`src/rtl/instr_fetch.sv`:
```
// Byte-serial instruction fetch: reads opcode, optional extension and immediate bytes, consulting an external decoder.
// Build macro INSTR_FETCH_ILLEGAL_HALT_EN: park in IDLE after an accepted illegal instruction until pc_load.
module instr_fetch (
  input  logic        clk,
  input  logic        reset,
  output logic        mem_req,
  output logic [23:0] mem_addr,
  input  logic        mem_ack,
  input  logic [7:0]  mem_data,
  input  logic        pc_load,
  input  logic [23:0] pc_load_value,
  output logic [7:0]  dec_opcode,
  output logic [7:0]  dec_opext,
  input  logic        dec_need_opext,
  input  logic        dec_need_imm,
  input  logic        dec_imm_size,
  input  logic        dec_error,
  output logic        instr_valid,
  input  logic        instr_ready,
  output logic [7:0]  instr_opcode,
  output logic [7:0]  instr_opext,
  output logic [15:0] instr_imm,
  output logic [23:0] instr_pc,
  output logic [2:0]  instr_len,
  output logic        instr_illegal
);

`ifdef INSTR_FETCH_ILLEGAL_HALT_EN
  localparam logic HALT_EN = 1'b1;
`else
  localparam logic HALT_EN = 1'b0;
`endif

  typedef enum logic [2:0] {
    IDLE, OP, DEC1, EXT, DEC2, IMM_LO, IMM_HI, VALID
  } state_t;

  state_t      state;
  state_t      state_n;
  logic [23:0] fetch_pc;
  logic        halted;
  logic        byte_taken;

  function automatic state_t after_decode(input logic chk_ext, input logic need_ext,
                                          input logic err, input logic need_imm);
    if (chk_ext && need_ext) return EXT;
    if (err)                 return VALID;
    if (need_imm)            return IMM_LO;
    return VALID;
  endfunction

  function automatic logic is_fetch(input state_t s);
    return (s == OP) || (s == EXT) || (s == IMM_LO) || (s == IMM_HI);
  endfunction

  // mem_req is a registered decode of state, so an ack only counts in fetch states
  assign byte_taken   = mem_req && mem_ack;
  assign mem_addr     = fetch_pc;
  assign instr_opcode = dec_opcode;
  assign instr_opext  = dec_opext;

  always_comb begin
    state_n = state;
    if (pc_load) begin
      state_n = OP;
    end else begin
      case (state)
        IDLE:    if (!halted) state_n = OP;
        OP:      if (byte_taken) state_n = DEC1;
        DEC1:    state_n = after_decode(1'b1, dec_need_opext, dec_error, dec_need_imm);
        EXT:     if (byte_taken) state_n = DEC2;
        DEC2:    state_n = after_decode(1'b0, dec_need_opext, dec_error, dec_need_imm);
        IMM_LO:  if (byte_taken) state_n = dec_imm_size ? IMM_HI : VALID;
        IMM_HI:  if (byte_taken) state_n = VALID;
        VALID:   if (instr_ready) state_n = (HALT_EN && instr_illegal) ? IDLE : OP;
        default: state_n = IDLE;
      endcase
    end
  end

  always_ff @(posedge clk) begin
    if (reset) begin
      state         <= IDLE;
      fetch_pc      <= 24'h000000;
      mem_req       <= 1'b0;
      instr_valid   <= 1'b0;
      instr_illegal <= 1'b0;
      dec_opcode    <= 8'h00;
      dec_opext     <= 8'h00;
      instr_imm     <= 16'h0000;
      instr_len     <= 3'd0;
      instr_pc      <= 24'h000000;
      halted        <= 1'b0;
    end else begin
      state       <= state_n;
      mem_req     <= is_fetch(state_n);
      instr_valid <= (state_n == VALID);
      // A redirect discards the in-flight instruction and any same-cycle ack
      if (pc_load) begin
        fetch_pc      <= pc_load_value;
        instr_illegal <= 1'b0;
        halted        <= 1'b0;
      end else begin
        case (state)
          OP: if (byte_taken) begin
            dec_opcode <= mem_data;
            dec_opext  <= 8'h00;
            instr_imm  <= 16'h0000;
            instr_pc   <= fetch_pc;
            instr_len  <= 3'd1;
            fetch_pc   <= fetch_pc + 24'd1;
          end
          DEC1: instr_illegal <= !dec_need_opext && dec_error;
          EXT: if (byte_taken) begin
            dec_opext <= mem_data;
            instr_len <= 3'd2;
            fetch_pc  <= fetch_pc + 24'd1;
          end
          DEC2: instr_illegal <= dec_error;
          IMM_LO: if (byte_taken) begin
            instr_imm <= {8'h00, mem_data};
            instr_len <= instr_len + 3'd1;
            fetch_pc  <= fetch_pc + 24'd1;
          end
          IMM_HI: if (byte_taken) begin
            instr_imm[15:8] <= mem_data;
            instr_len       <= instr_len + 3'd1;
            fetch_pc        <= fetch_pc + 24'd1;
          end
          VALID: if (instr_ready) begin
            instr_illegal <= 1'b0;
            if (HALT_EN && instr_illegal) halted <= 1'b1;
          end
          default: ;
        endcase
      end
    end
  end

endmodule

```
`config.mk`:
```
export PLATFORM = sky130hd
export DESIGN_NAME = instr_fetch
export DESIGN_NICKNAME = d
export VERILOG_FILES = /design/src/rtl/instr_fetch.sv
export SDC_FILE = /design/constraint.sdc
export NUM_CORES = 1
export LEC_CHECK = 0
export ABC_AREA = 1
export BUFFER_PORTS_ARGS = -buffer_cell sky130_fd_sc_hd__buf_2
export CORE_ASPECT_RATIO = 0.7
export CORE_MARGIN = 5
export CORE_UTILIZATION = 50
export DETAILED_ROUTE_END_ITERATION = 6
export PLACE_DENSITY = 0.87
export SYNTH_ARGS = -nofsm -noshare
export SYNTH_HDL_FRONTEND = slang
export SYNTH_SLANG_ARGS = --single-unit
export TNS_END_PERCENT = 30
```
`constraint.sdc`:
```
create_clock -name clk -period 2.4 [get_ports clk]
set_clock_uncertainty 0.2 [all_clocks]
set_input_delay 0.48 -clock clk [delete_from_list [all_inputs] [get_ports clk]]
set_output_delay 0.48 -clock clk [all_outputs]
set_load 0.01 [all_outputs]
```
Yosys cells after proc, flatten, opt, wreduce, memory -nomap -nowiden --
Index checks and enable logic that the tools add are counted.
Storage, ports and cells: logic and storage cells 107, register bits 89, latch bits 0, memories kept 0, output and inout bits 102, bits in writable memories 0, ROM bits 0
Operators by class: muxes and demuxes 51, bitwise gates (word level) 1, divide/modulo/power cells 0, $lt $le $gt $ge 0, shift operators 0, $mul 0, reductions and logical operators 24, equal/unequal tests 18, $add $sub $neg 2
Operators with widths (number):
- 24-bit 2-to-1 mux | 3
- 3-bit 2-to-1 mux | 19
- 16-bit 2-to-1 mux | 2
- 8-bit one-hot mux with 2 select lines | 2
- 24-bit by 1-bit adder with 24-bit output, second input constant | 1
- 3-bit one-hot mux with 8 select lines | 1
- 8-bit one-hot mux with 3 select lines | 1
- 3-bit equality test, second input constant | 7
- 1-bit 2-to-1 mux | 19
- 8-bit 2-to-1 mux | 2
- 2-bit != test, second input constant | 5
- 5-bit AND reduction | 2
- 3-bit by 2-bit equality test with 1-bit output, second input constant | 3
- 3-bit one-hot mux with 3 select lines | 1
- 3-bit nonzero test | 3
- 4-bit AND reduction | 2
- 2-bit nonzero test | 4
- 3-bit by 1-bit equality test with 1-bit output, second input constant | 2
- 2-bit AND reduction | 2
- 2-bit OR reduction | 2
- 4-bit OR reduction | 1
- 3-bit by 1-bit adder with 3-bit output, second input constant | 1
- 3-bit logical NOT | 1
- 1-bit logical OR | 3
- 6 further kinds | 7

Depth between registers and ports, before layout --
Gate-level depths: netlist of the first run.
depth after elaboration 19, depth in mapped cells 11, mapped depth without buffers 11

Worst setup path after synthesis of the first run --
No wires, ideal clock.
path kind input port to flip-flop, start point in pc_load, end point reg instr_imm[10], stages 8, path slack 0.492 ns, arrival time 1.576 ns, path through buf_2 -> nor2_2 -> buf_2 -> inv_2 -> nor2_2 -> inv_1 -> nand2_1 -> a21oi_1
On the way: longest elaborated chain between the ends 2
Ends and longest elaborated chain:
- from (decl) | line 10 | input logic pc_load,
- 1-bit inverter (no source line)
- 5-bit AND reduction (no source line)
- to (signal assigned) | line 121 | instr_imm <= {8'h00, mem_data};
- to (signal assigned) | line 126 | instr_imm[15:8] <= mem_data;
- to (decl) | line 22 | output logic [15:0] instr_imm,
Every way passes these cells. A chain may end at the register's enable or synchronous reset.

Final worst setup path of the first run --
start point reg fetch_pc[0], in the netlist mem_addr[0], end point reg fetch_pc[14], in the netlist mem_addr[14]
On the way: longest elaborated chain between the ends 4
Ends and longest elaborated chain:
- from (decl) | line 40 | logic [23:0] fetch_pc;
- from (signal assigned) | line 100 | fetch_pc <= pc_load_value;
- from (signal assigned) | line 111 | fetch_pc <= fetch_pc + 24'd1;
- from (signal assigned) | line 117 | fetch_pc <= fetch_pc + 24'd1;
- 24-bit by 1-bit adder with 24-bit output
- 24-bit 2-to-1 mux (2 in a row)
- 24-bit 2-to-1 mux | line 99 | if (pc_load) begin
Every way passes these cells. The select of a mux whose other input is x is not followed.

==> results of run 1 <==
[kinds of logic (layout without fill, tap and decap cells)]
group | Yosys count | in the layout | synth area share [%]
AND/OR/NAND/NOR | 281 | 281 | 27.7
AO/OA/AOI/OAI | 136 | 136 | 17.3
buffers and inverters | 90 | 220 | 9.97
flip-flops | 89 | 89 | 42.8
XOR/XNOR | 8 | 8 | 1.68
adder cells (fa/ha/maj) | 2 | 2 | 0.601
[tightest hold or removal path: stages]
cell and delay (ps):
buf_2 90, nand2_1 50, a31oi_1 70
[area by class of cell]
cell class / count / area share, %
Timing Repair Buffer: 153 / 15.4
Tap cell: 101 / 2.46
Clock inverter: 5 / 0.754
Sequential cell: 89 / 34.6
Inverter: 51 / 3.72
Clock buffer: 11 / 4.72
Multi-Input combinational cell: 427 / 38.3
[synthesized netlist by cell type, drive strengths merged (2+ instances only)]
cell type    n  area (um2)
ha           2        25.0
dfxtp       89        1780
nand2      140         536
buf         25         171
nand3       43         215
a211oi       2        15.0
o21ai       53         265
a21oi       67         339
xor2         8        70.1
a31oi        4        25.0
clkbuf      14        52.6
a22oi        2        15.0
inv         50         188
o211ai       3        22.5
nor2        93         372
nand4        3        18.8
a21boi       3        22.5
[per-layer routing]
metal | vias up | global-route usage [%]
met3 | 21 | 6.78
met4 | 0 | 6.10
li1 | 2197 | -
met5 | - | 0
met1 | 2080 | 36.5
met2 | 258 | 38.4
[power by group]
| part | switching (mW) | internal (mW) | leakage, nW |
|---|---|---|---|
| Combinational | 0.223 | 0.127 | 1.57 |
| Clock | 0.607 | 0.738 | 0.137 |
| Sequential | 0.0558 | 1.53 | 0.725 |
| Total | 0.886 | 2.39 | 2.43 |
[final timing paths]
| path | cells past startpoint | end | slack (ps) | from |
|---|---|---|---|---|
| setup / recovery | 11 | mem_addr[14] | 300 | mem_addr[0] |
| hold reg to reg | 1 | instr_len[2] | 260 | instr_len[2] |
| hold / removal | 3 | mem_addr[12] | 200 | pc_load_value[12] |
| setup reg to reg | 11 | mem_addr[14] | 300 | mem_addr[0] |
[state kept, by name, summed over array words and instances, names as in the netlist]
| register | count |
|---|---|
| dec_opcode | 8 |
| instr_illegal | 1 |
| instr_pc | 24 |
| dec_opext | 8 |
| instr_imm | 16 |
| instr_len | 3 |
| state | 3 |
| instr_valid | 1 |
| mem_addr | 24 |
| mem_req | 1 |
==> flow_summary.json, run 1 <==
{
  "post-dp-hpwl_um": 9780,
  "worstHoldPathType": "in -> reg",
  "ctsHoldBuffers": 0,
  "power.leakage_nw": 2.43,
  "power_per_cell_area_nw_per_um2": 638,
  "synth_warnings": 0,
  "cp_max_fo": 6,
  "floorplan.io_pins": 143,
  "post_cts_buffers": 0,
  "final_net_count": 774,
  "post-route-cell-area_um2": 5140,
  "core_area_um2": 8010,
  "critical_path.top_delay_family": "simple AND/OR/NAND/NOR gates",
  "grt_max_degree": 45,
  "hold_vio_cnt_final": 0,
  "cp.required_ps": 2480,
  "wl_met3_um": 1370,
  "cts_tree": "built",
  "placement.cell_area_um2": 4860,
  "rsz0062_at_grt": "no",
  "largest_voltage_drop_on_the_vdd_net_mv": 0.378,
  "finalMaxSlewViolations": 0,
  "timing.hold.ws_ps": 203,
  "worst_setup_path_start_kind": "flop",
  "cp.buffers_inverters": 2,
  "vias_per_cell": 5.44,
  "cts-root-to-sink-buffers": 2,
  "route.final.wire_length_um": 13200,
  "cap_violations": 0,
  "chipHeight_um": 86.4,
  "post-place-cells": 821,
  "post_synth_inst_count": 606,
  "layout.cells.most_common_list": "buf_2, nand2_1, dfxtp_1",
  "initial_detailed_routing_violation_count": 469,
  "crit_type": "reg -> reg",
  "synth_top_flop_cell": "dfxtp_1",
  "edff_count_synth": 0,
  "layout_commonest_cell": "buf_2",
  "initial_core_util_pct": 52.0,
  "slew_headroom_pct": 63.1,
  "setup_slack_after_placement_ps": 156,
  "synth_area_um2": 4170,
  "post_drt_wl_per_cell_um": 15.7,
  "wl_met1_um": 5970,
  "drc": 0,
  "total_area_of_multi_input_combinational_cells_um2": 1970,
  "highest-signal-layer": "met4",
  "max_stage_delay_ps": 440,
  "status": "finished, final reports clean",
  "die_x_um": 119,
  "synth_fp_nets": 649,
  "clock_sinks": 89,
  "grt_first_pass_wirelength_um": 21100,
  "first_global_vias": 4099,
  "area.growth.synth_to_final_pct": 23.5,
  "port-buffer-count": 142,
  "detailroute.wirelength.met2_um": 5650,
  "ys_ff_latch": 89,
  "global_route_overflow": 0,
  "layout-drive-gt1-share_pct": 25.1,
  "fin_util_pct": 64.2,
  "rows": 27,
  "crit_path_frequent_cell": "nand2_1",
  "period_minus_slack_ps": 2100,
  "gp_congestion": 0.976,
  "htree_num_levels": 3,
  "ant_nets": 0,
  "drt-pass1-iter-count": 5,
  "n_fill_cell": 716,
  "postLayoutSetupSlackWorst_ps": 301,
  "die_area_um2": 10300,
  "regArea_um2": 1780,
  "detailroute.via_count": 4556,
  "post_cts.resized_instances": 0,
  "antenna-diode-count": 0,
  "finalSetupViolations": 0,
  "synth_sequential_area_ratio_pct": 42.8,
  "worst-endpoint-arrival_ps": 2180,
  "async_reset_ff_share_pct": 0,
  "worstSetupEndpointType": "flop",
  "tightestPinTransition_ps": 552,
  "timing.critical_path.slowest_stage_cell": "dfxtp_1",
  "initial_antenna_violation_count": 0,
  "clk_pin_slew_ps": 70,
  "worstSkewPairLatency_ps": 340,
  "postSynthAreaPerCell_um2": 6.87,
  "ys_types": 29,
  "worstPathCellList": "ha_1 > nand2_1 > inv_1 > nand2_1 > nor2_1 > inv_1 > nor2_1 > nand2_1 > nand2_1 > nand2_1 > a21oi_1",
  "timing.fmax_mhz": 476,
  "fin_cells": 837,
  "grt_usage_pct": 25.5,
  "setup-tns-final_ps": 0,
  "total_power_mw": 3.28,
  "final.period_utilization_pct": 87.4,
  "numCtsBuffers": 9,
  "root_buffer": "clkbuf_16"
}
Power figures use the tool's default switching activity.
==> run 2, diff against run 1 <==
--- a/config.mk
+++ b/config.mk
@@ -7,11 +7,13 @@
 export LEC_CHECK = 0
 export ABC_AREA = 1
 export BUFFER_PORTS_ARGS = -buffer_cell sky130_fd_sc_hd__buf_2
+export CAP_MARGIN = 20
 export CORE_ASPECT_RATIO = 0.7
 export CORE_MARGIN = 5
-export CORE_UTILIZATION = 50
+export CORE_UTILIZATION = 54
 export DETAILED_ROUTE_END_ITERATION = 6
-export PLACE_DENSITY = 0.87
+export PLACE_DENSITY = 0.92
+export RECOVER_POWER = 50
 export SYNTH_ARGS = -nofsm -noshare
 export SYNTH_HDL_FRONTEND = slang
 export SYNTH_SLANG_ARGS = --single-unit
==> constraint.sdc (replaced) <==
create_clock -name clk -period 2.5 [get_ports clk]
set_clock_uncertainty 0.2 [all_clocks]
set_input_delay 0.5 -clock clk [delete_from_list [all_inputs] [get_ports clk]]
set_output_delay 0.5 -clock clk [all_outputs]
set_load 0.01 [all_outputs]
==> run 2 against run 1 <==
Utilization rose by 2.2 points; via count up 2.6%; design area fell by 4.2%; sequential share of layout area increased by 1.5 points; final cell count decreased by 0.48%; maximum frequency is 3.0% lower; non-clock buffer count shrank 1; worst hold slack got worse by 24 ps; clock-buffer cell count shrank 2; critical path depth fell by 2; power is 14% lower; critical path type unchanged; highest routed layer unchanged.
==> flow_summary.json, run 2 (synthesis gave the netlist of run 1 again) <==
{
  "die_area_um2": 9600,
  "worstSkewPairLatency_ps": 370,
  "detailroute.via_count": 4674,
  "floorplan.io_pins": 143,
  "die_x_um": 115,
  "period_minus_slack_ps": 2160,
  "hold_vio_cnt_final": 0,
  "largest_voltage_drop_on_the_vdd_net_mv": 0.316,
  "n_fill_cell": 680,
  "clk_pin_slew_ps": 100,
  "post-dp-hpwl_um": 9780,
  "initial_detailed_routing_violation_count": 538,
  "post_cts_buffers": 0,
  "clock_sinks": 89,
  "rows": 26,
  "layout.cells.most_common_list": "nand2_1, dfxtp_1, clkbuf_1",
  "worstReg2RegStart": "state[0]",
  "timing.reg2reg.worst_path_depth": 9,
  "drt-pass1-iter-count": 6,
  "antenna-diode-count": 0,
  "worstHoldPathType": "in -> reg",
  "cp.required_ps": 2570,
  "status": "finished, final reports clean",
  "timing.fmax_mhz": 462,
  "route.final.wire_length_um": 13100,
  "cts-root-to-sink-buffers": 2,
  "first_global_vias": 4310,
  "cts_tree": "built",
  "crit_type": "reg -> reg",
  "worstSetupEndpointType": "flop",
  "slew_headroom_pct": 66.7,
  "initial_core_util_pct": 56.2,
  "global_route_overflow": 0,
  "rsz0062_at_grt": "no",
  "setup.reg_to_reg.worst_slack_ps": 340,
  "finalSetupViolations": 0,
  "r2r-end": "mem_addr[9]",
  "ant_nets": 0,
  "worst-endpoint-arrival_ps": 2230,
  "gp_congestion": 1.02,
  "area.growth.synth_to_final_pct": 18.3,
  "setup-tns-final_ps": 0,
  "ctsHoldBuffers": 0,
  "regArea_um2": 1780,
  "grt_usage_pct": 26.7,
  "timing.hold.ws_ps": 179,
  "worst_setup_path_start_kind": "flop",
  "power_per_cell_area_nw_per_um2": 574,
  "worstHoldPathCells": 3,
  "final.period_utilization_pct": 86.5,
  "drc": 0,
  "initial_antenna_violation_count": 0,
  "tightestPinTransition_ps": 497,
  "min_delay_worst_endpoint": "mem_addr[1]",
  "grt_first_pass_wirelength_um": 21000,
  "core_area_um2": 7420,
  "post_cts.resized_instances": 0,
  "holdCritStartpoint": "pc_load_value[1]",
  "root_buffer": "clkbuf_8",
  "chipHeight_um": 83.5,
  "layout_commonest_cell": "nand2_1",
  "port-buffer-count": 142,
  "numCtsBuffers": 9,
  "post_drt_wl_per_cell_um": 15.7,
  "cp_max_fo": 8,
  "cap_violations": 0,
  "power.leakage_nw": 2.01,
  "htree_num_levels": 3,
  "finalMaxSlewViolations": 0,
  "final_net_count": 773,
  "vias_per_cell": 5.61,
  "layout-drive-gt1-share_pct": 12.7,
  "grt_max_degree": 29,
  "total_area_of_multi_input_combinational_cells_um2": 1960
}
## run 2: routing by layer
layer	GRT usage, %	wire [um]	up-vias
li1	-	-	2200
met1	37.6	5480	2131
met2	40.5	5820	312
met3	7.25	1560	31
met4	6.50	211	0
met5	0	0	-
## run 2: worst max path at each step
stage / from / end / slack, ps / cells after the start
2_1_floorplan: pc_load / instr_imm[10] / 570 / 8
3_3_place_gp: pc_load / instr_pc[9] / 440 / 7
3_5_place_dp: pc_load / instr_pc[11] / 300 / 7
4_1_cts: mem_addr[0] / mem_addr[14] / 430 / 11
5_1_grt: mem_addr[0] / mem_addr[14] / 160 / 11
6_report: state[0] / mem_addr[9] / 340 / 9
## run 2: cell type report
class | count | area share [%]
sequential | 89 | 36.2
inverter | 51 | 3.89
tap | 98 | 2.49
timing repair buffer | 152 | 13.7
clock inverter | 7 | 1.40
clock buffer | 9 | 2.51
multi-input combinational | 427 | 39.9
## run 2: where the power goes
part           internal, mW  switching (mW)
Clock                 0.391           0.594
Sequential             1.46          0.0547
Combinational         0.111           0.214
## run 2: through the flow
| stage | utilization, % | power (mW) | cells | cell area [um2] | worst slack [ps] |
|---|---|---|---|---|---|
| final | 66.4 | 2.83 | 833 | 4930 | 337 |
| after CTS | 68.0 | 2.83 | 833 | 5040 | 427 |
| after global routing | 66.4 | 2.94 | 833 | 4930 | 157 |
| after floorplan | - | 1.73 | 606 | 4170 | 572 |
| after detailed placement | 65.4 | 1.88 | 817 | 4850 | 299 |
| after global placement | 65.4 | 1.87 | 817 | 4850 | 437 |
## run 2: worst max-delay path: stages (launching register included)
cell     delay [ps]
dfxtp_1         410
inv_1           160
nor2_1          300
nand2_1         210
nand2_2         160
nand2_1         130
nand2_1         220
o21ai_0         110
nor2_1          110
nor2_1           50
